$ cat config.mk
export PLATFORM = sky130hd
export DESIGN_NAME = rect_fill_engine
export DESIGN_NICKNAME = d
export VERILOG_FILES = /design/src/rtl/rect_fill_engine.sv
export SDC_FILE = /design/constraint.sdc
export NUM_CORES = 1
export LEC_CHECK = 0
export BUFFER_PORTS_ARGS = -buffer_cell sky130_fd_sc_hd__buf_2
export CORE_AREA = 5 5 129 131
export CTS_CLUSTER_DIAMETER = 60
export DETAILED_ROUTE_END_ITERATION = 6
export DIE_AREA = 0 0 134 136
export PLACE_DENSITY = 0.6
export SLEW_MARGIN = 40
export SYNTH_ARGS = -nofsm -noshare
export SYNTH_HDL_FRONTEND = slang
export SYNTH_SLANG_ARGS = --single-unit
$ cat constraint.sdc
create_clock -name clk50 -period 4.58 [get_ports clk50]
set_input_delay 0 -clock clk50 [delete_from_list [all_inputs] [get_ports clk50]]
set_output_delay 0 -clock clk50 [all_outputs]
set_load 0.005 [all_outputs]
$ cat src/rtl/rect_fill_engine.sv
// Rectangle fill engine: clips one command to the active area and streams one
// framebuffer write per clock in raster order.
module rect_fill_engine #(
    parameter int H_RES   = 640,
    parameter int V_RES   = 480,
    parameter int COORD_W = 11,
    parameter int PIX_W   = 8
) (
    input  logic               clk50,
    input  logic               reset,
    input  logic               cmd_valid,
    output logic               cmd_ready,
    input  logic [COORD_W-1:0] cmd_x0,
    input  logic [COORD_W-1:0] cmd_y0,
    input  logic [COORD_W-1:0] cmd_w,
    input  logic [COORD_W-1:0] cmd_h,
    input  logic [PIX_W-1:0]   cmd_color,
    input  logic               abort,
    output logic [COORD_W-1:0] x,
    output logic [COORD_W-1:0] y,
    output logic [PIX_W-1:0]   pixel_GS,
    output logic               pixel_write,
    output logic               busy,
    output logic               done
);

    localparam logic [1:0] S_IDLE = 2'd0;
    localparam logic [1:0] S_CLIP = 2'd1;
    localparam logic [1:0] S_FILL = 2'd2;
    localparam logic [1:0] S_DONE = 2'd3;

    localparam logic [COORD_W:0] H_LIM = (COORD_W+1)'(H_RES);
    localparam logic [COORD_W:0] V_LIM = (COORD_W+1)'(V_RES);

    logic [1:0]         r_state;
    logic [COORD_W-1:0] r_x0, r_y0, r_w, r_h;
    logic [PIX_W-1:0]   r_color;
    logic [COORD_W:0]   r_x_end, r_y_end;
    logic               r_empty;
    logic [COORD_W-1:0] r_x, r_y;
    logic [PIX_W-1:0]   r_pix;
    logic               r_pw;
    logic               r_done;

    logic [COORD_W:0]   w_x_sum, w_y_sum, w_x_end, w_y_end;
    logic               w_empty, w_x_last, w_y_last;

    // One extra bit on the sums so x0+w never wraps before the clamp.
    assign w_x_sum  = {1'b0, r_x0} + {1'b0, r_w};
    assign w_y_sum  = {1'b0, r_y0} + {1'b0, r_h};
    assign w_x_end  = (w_x_sum > H_LIM) ? H_LIM : w_x_sum;
    assign w_y_end  = (w_y_sum > V_LIM) ? V_LIM : w_y_sum;
    assign w_empty  = (r_w == '0) || (r_h == '0) ||
                      ({1'b0, r_x0} >= H_LIM) || ({1'b0, r_y0} >= V_LIM);
    assign w_x_last = ({1'b0, r_x} == (r_x_end - 1'b1));
    assign w_y_last = ({1'b0, r_y} == (r_y_end - 1'b1));

    assign cmd_ready   = (r_state == S_IDLE);
    assign busy        = (r_state != S_IDLE);
    assign x           = r_x;
    assign y           = r_y;
    assign pixel_GS    = r_pix;
    assign pixel_write = r_pw;
    assign done        = r_done;

    always_ff @(posedge clk50 or posedge reset) begin
        if (reset) begin
            r_state <= S_IDLE;
            r_x0    <= '0;
            r_y0    <= '0;
            r_w     <= '0;
            r_h     <= '0;
            r_color <= '0;
            r_x_end <= '0;
            r_y_end <= '0;
            r_empty <= 1'b0;
            r_x     <= '0;
            r_y     <= '0;
            r_pix   <= '0;
            r_pw    <= 1'b0;
            r_done  <= 1'b0;
        end else begin
            r_done <= 1'b0;
            case (r_state)
                S_IDLE: begin
                    if (cmd_valid) begin
                        r_x0    <= cmd_x0;
                        r_y0    <= cmd_y0;
                        r_w     <= cmd_w;
                        r_h     <= cmd_h;
                        r_color <= cmd_color;
                        r_state <= S_CLIP;
                    end
                end
                S_CLIP: begin
                    if (abort) begin
                        r_state <= S_DONE;
                        r_done  <= 1'b1;
                    end else begin
                        // An empty command spends one silent fill slot so its
                        // done pulse lands two edges after the handshake.
                        r_empty <= w_empty;
                        r_state <= S_FILL;
                        if (!w_empty) begin
                            r_x_end <= w_x_end;
                            r_y_end <= w_y_end;
                            r_x     <= r_x0;
                            r_y     <= r_y0;
                            r_pix   <= r_color;
                            r_pw    <= 1'b1;
                        end
                    end
                end
                S_FILL: begin
                    if (abort || r_empty) begin
                        r_state <= S_DONE;
                        r_pw    <= 1'b0;
                        r_done  <= 1'b1;
                        r_empty <= 1'b0;
                    end else if (w_x_last) begin
                        r_x <= r_x0;
                        if (w_y_last) begin
                            r_state <= S_DONE;
                            r_pw    <= 1'b0;
                            r_done  <= 1'b1;
                        end else begin
                            r_y <= r_y + 1'b1;
                        end
                    end else begin
                        r_x <= r_x + 1'b1;
                    end
                end
                S_DONE:  r_state <= S_IDLE;
                default: r_state <= S_IDLE;
            endcase
        end
    end

endmodule
# Word level (Yosys, flattened, before mapping)
# Cells that the tools add are included.
# op_classes
reduce_logical	16
muxes	33
n_eq_ne	14
order_cmp	4
n_bitwise	2
add_sub_neg	6
# ops
cell	n
$mux 11	9
$pmux 11 s2	2
$add 11x11->12	2
$eq 11x12->1	2
$mux 12	2
$sub 12x1->12 const B	2
$add 11x1->11 const B	2
$logic_not 11->1	2
$ne 2x2->1 const B	7
$gt 12x10->1 const B	1
$gt 12x9->1 const B	1
$mux 1	12
$ge 11x10->1 const B	1
$ge 11x9->1 const B	1
$reduce_and 3->1	3
$mux 2	4
$pmux 2 s4	1
$ne 3x3->1 const B	2
$pmux 1 s2	3
$reduce_and 6->1	1
$reduce_and 5->1	1
$eq 2x2->1 const B	2
$logic_or 1x1->1	4
$reduce_and 4->1	1
other kinds (5)	7
# totals
in_bits	56
out_inout_bits	34
regBits	111

# Logic depth before layout (Yosys ltp)
# logic_depth
depth_word	7
depth_mapped	13
depth_no_buf	11

# Least setup slack after synthesis
# OpenSTA, ideal clock, no wires.
# synth_timing
path_kind	reg-to-reg
startpoint	reg r_x_end[0]
endpoint	reg r_state[1]
arrival_time_ps	2916
t_required_ps	4453
path_stages_with_launch	12
path_slack_ps	1537
period_less_slack_ps	3043
n_path_buf	1
path_cell_list	dfrtp_1 -> inv_1 -> ha_1 -> or3b_1 -> clkbuf_1 -> a2111oi_0 -> o211ai_1 -> nor4b_4 -> and4_4 -> a211oi_2 -> a2bb2oi_2 -> mux2_1
# synth_via
elab_chain_len	4
# synth_lines
item	line	text
start, declared	38	logic [COORD_W:0] r_x_end, r_y_end;
start signal, assigned	105	r_x_end <= w_x_end;
$sub 12x1->12	55	assign w_x_last = ({1'b0, r_x} == (r_x_end - 1'b1));
$eq 11x12->1	55	
$ne 3x3->1 (no line)	--	
$reduce_and 3->1 (no line)	--	
end signal, assigned	68	r_state <= S_IDLE;
end signal, assigned	92	r_state <= S_CLIP;
end signal, assigned	97	r_state <= S_DONE;
end, declared	35	logic [1:0] r_state;
# Every way passes these cells.
# A chain may end at the register's enable or synchronous reset.

# Worst setup path after layout
# layout_timing
startpoint	reg r_x_end[0]
endpoint	reg r_x[2] (netlist: x[2])
# layout_via
elab_chain_len	5
# layout_lines
item	line	text
$sub 12x1->12	55	
$eq 11x12->1	55	
$mux 11	120	end else if (w_x_last) begin
$mux 11	115	if (abort || r_empty) begin
$pmux 11 s2	84	case (r_state)
end signal, assigned	107	r_x <= r_x0;
end signal, assigned	121	r_x <= r_x0;
end signal, assigned	130	r_x <= r_x + 1'b1;
end, declared	40	logic [COORD_W-1:0] r_x, r_y;
# Every way passes these cells. The select of a mux whose other input is x is not followed.

==> metrics <==
CTS Buf Count=9; Min Hold Slack=0.0597 ns; Worst-Skew Late Latency=0.36 ns; via/cell ratio=5.72; RSZ-0062 raised after global routing=no; Remaining DRCs=0; worst hold path type=input port to register; Detailed Routing Iterations Pass 1=6; layout cells sized above 1=23.8%; Synth Net Count=748; Crit path arrival time=3.65 ns; Die H=136 µm; Ports=90; antenna violations before repair=0; GRT Residual Overflow=0; Finished Layout Cells=992; clk_skew=~0.011 ns; worst reg2reg path depth=10; Syn Area/Cell=about 10 µm²; Crit Path Class=register to register; Cell Count Post-Placement=923; count of state elements after synthesis=111; CTS Sinks=111; CP required=4.81 ns; Pwr Total=between 6000 and 7000 µW; Leak=approximately 0.0037 µW; largest cells by area after synthesis=dfrtp_1 (41%), mux2_2 (8.8%), ha_1 (5.4%); CP max-delay cell=or3b_1; Worst-Margin Slew=0.782 ns; vias in the first global route=about 5900; IO Port Bufs=around 90; crit-path cells=inv_1 > ha_1 > or3b_1 > a2111oi_0 > o211ai_1 > nor4b_4 > a41o_1 > buf_4 > mux2i_1 > a22oi_1; vias after detailed routing=about 5700; Reg clk slew, reported paths=approximately 0.08 ns; initial core utilization=43.8%; Final Max Tran Viols=0; TNS Setup=0 ns; Synth warnings=0; Die Area=18200 µm²; post-layout util=53.1%; Power Density=766 nW/µm²; Max Freq=293 MHz; num rows=46; cell taking the most area after synthesis=dfrtp_1; setup violators final=0; total of max-cap violations=0; share of the synthesized area in the top cell type=between 40 and 50%; max incr delay on CP=around 0.5 ns; Routed WL=17800 µm; Hold Crit Depth=3; number of DRC violations after detailed-routing iteration 0=319; main flop type after synthesis=dfrtp_1; largest net degree at the start of global routing=between 70 and 80; WL per Instance=18.0 µm; max_slew headroom=between 40% and 50%; CP endpoint kind=register; placed wire-length estimate=13100 µm; fraction of registers with async set/reset=100%; core area=15500 µm²; H-tree levels=3; synthesized area=6780 µm²; startpoint types=register; EDFF count, synth=0; CTS root buf=clkbuf_16; GP Congestion=0.907; antenna-violating nets left=0; post-CTS sizing=0; Die Wd=roughly 130 µm; first-pass GRT wire length=about 30000 µm; Final Critical Period=roughly 3.4 ns; final count of hold timing violations=0; Max IR drop VDD=332 µV; CTS tree=done; GRT Util Overall=20.3%; part of the cycle the worst path needs=74.5%; CP max FO=23; final net count=882; outcome=completed; Synth Instances=661; diode count=0; # Post-CTS Setup Buffers=0; clk buf depth=2; area delta synth->final=21.3%; post-synthesis cell type count=87; sequential area share after synthesis=~40%
timing repair:
action	4_1_cts	5_1_grt
hold buffers	53	0
setup endpoints to repair	0	0
endpoints found under the hold margin	124	0
flip-flops by register name (all words and copies together) (netlist names):
name	cells
pixel_write	1
r_x_end	12
r_empty	1
y	11
r_w	11
r_y0	11
x	11
r_state	2
pixel_GS	8
r_x0	11
r_h	11
done	1
r_y_end	12
r_color	8
power by group:
group / internal [µW] / switching (µW)
Sequential: 1430 / 608
Combinational: 1630 / 1840
Clock: 397 / 392
cell usage in the layout (no fill, tap or decap), drive strengths merged, types with 9 or more instances in the layout:
cell / instances
a21oi: 32
and2: 9
buf: 95
clkbuf: 11
dfrtp: 111
dlygate4sd3: 53
ha: 29
inv: 32
mux2: 55
mux2i: 12
nand2: 50
nand3: 9
nand4: 9
nor2: 31
nor3: 17
nor4: 13
o21ai: 37
xnor2: 23
xor2: 17
critical path, delay by kind of cell (launching register included):
kind / cells / cell delay, ns
muxes: 1 / 0.22
DFF: 1 / 0.44
and+or+nand+nor: 2 / 0.90
AOI/OAI and AO/OA: 4 / 1.11
adders and majority gates: 1 / 0.19
buffers and inverters: 2 / 0.42
cell families after synthesis:
logic type	Yosys count	share of synthesized area (%)
AND/OR/NAND/NOR	197	16.8
AO/OA/AOI/OAI	161	16.7
flip-flops	111	41.0
multiplexers	67	11.0
buffers and inverters	54	3.42
XOR/XNOR	40	5.17
adder cells (fa/ha/maj)	31	5.95
worst paths after layout:
kind                            start     endpoint  slack (ns)
max in group asynchronous       reset         x[2]        3.31
min reg2reg                r_color[7]  pixel_GS[7]        0.48
max                        r_x_end[0]         x[2]        1.17
min in group asynchronous       reset       r_h[9]        0.30
min                         cmd_valid   r_state[1]        0.06
max reg2reg                r_x_end[0]         x[2]        1.17
per-stage QoR:
stage | area [µm²] | setup slack, ns
6_report | 8220 | 1.17
2_1_floorplan | 6780 | 1.54
4_1_cts | 8220 | 1.21
3_3_place_gp | 7400 | 1.29
3_5_place_dp | 7400 | 1.23
5_1_grt | 8220 | 0.979
cells in the mapped netlist (all sizes together), types with 3 or more instances:
library cell,number
clkbuf,20
nand2b,7
a41o,3
a2111oi,4
nor3,17
nor4b,4
ha,29
or4,6
xnor2,23
o31ai,4
a21o,5
a211oi,8
o21ai,37
and2,9
dfrtp,111
or3,5
inv,29
o21a,6
nor2b,8
nor4,13
a31oi,7
nor3b,6
and3b,3
and4,5
a22oi,6
xor2,17
o21bai,3
mux2i,12
a21oi,32
or2,3
and3,8
nand2,50
buf,5
o22ai,7
nor2,31
a22o,6
nand3,9
o311ai,5
nand4,9
a2bb2oi,4
mux2,55
area by class of cell:
class / instances / area (µm²)
fill: 1347 / 7260
multi-input combinational: 496 / 3780
sequential: 111 / 2780
timing repair buffer: 148 / 1020
clock buffer: 11 / 243
tap: 192 / 240
inverter: 29 / 114
clock inverter: 5 / 48.8
per-layer routing:
metal	global-route usage [%]	vias to the layer above	part of all wire, %
met3	4.81	23	5.0
met4	5.94	0	1.6
met1	27.0	2809	47
met2	33.0	122	47
met5	0	-	0
li1	-	2725	-
(Power assumes the default switching activity.)
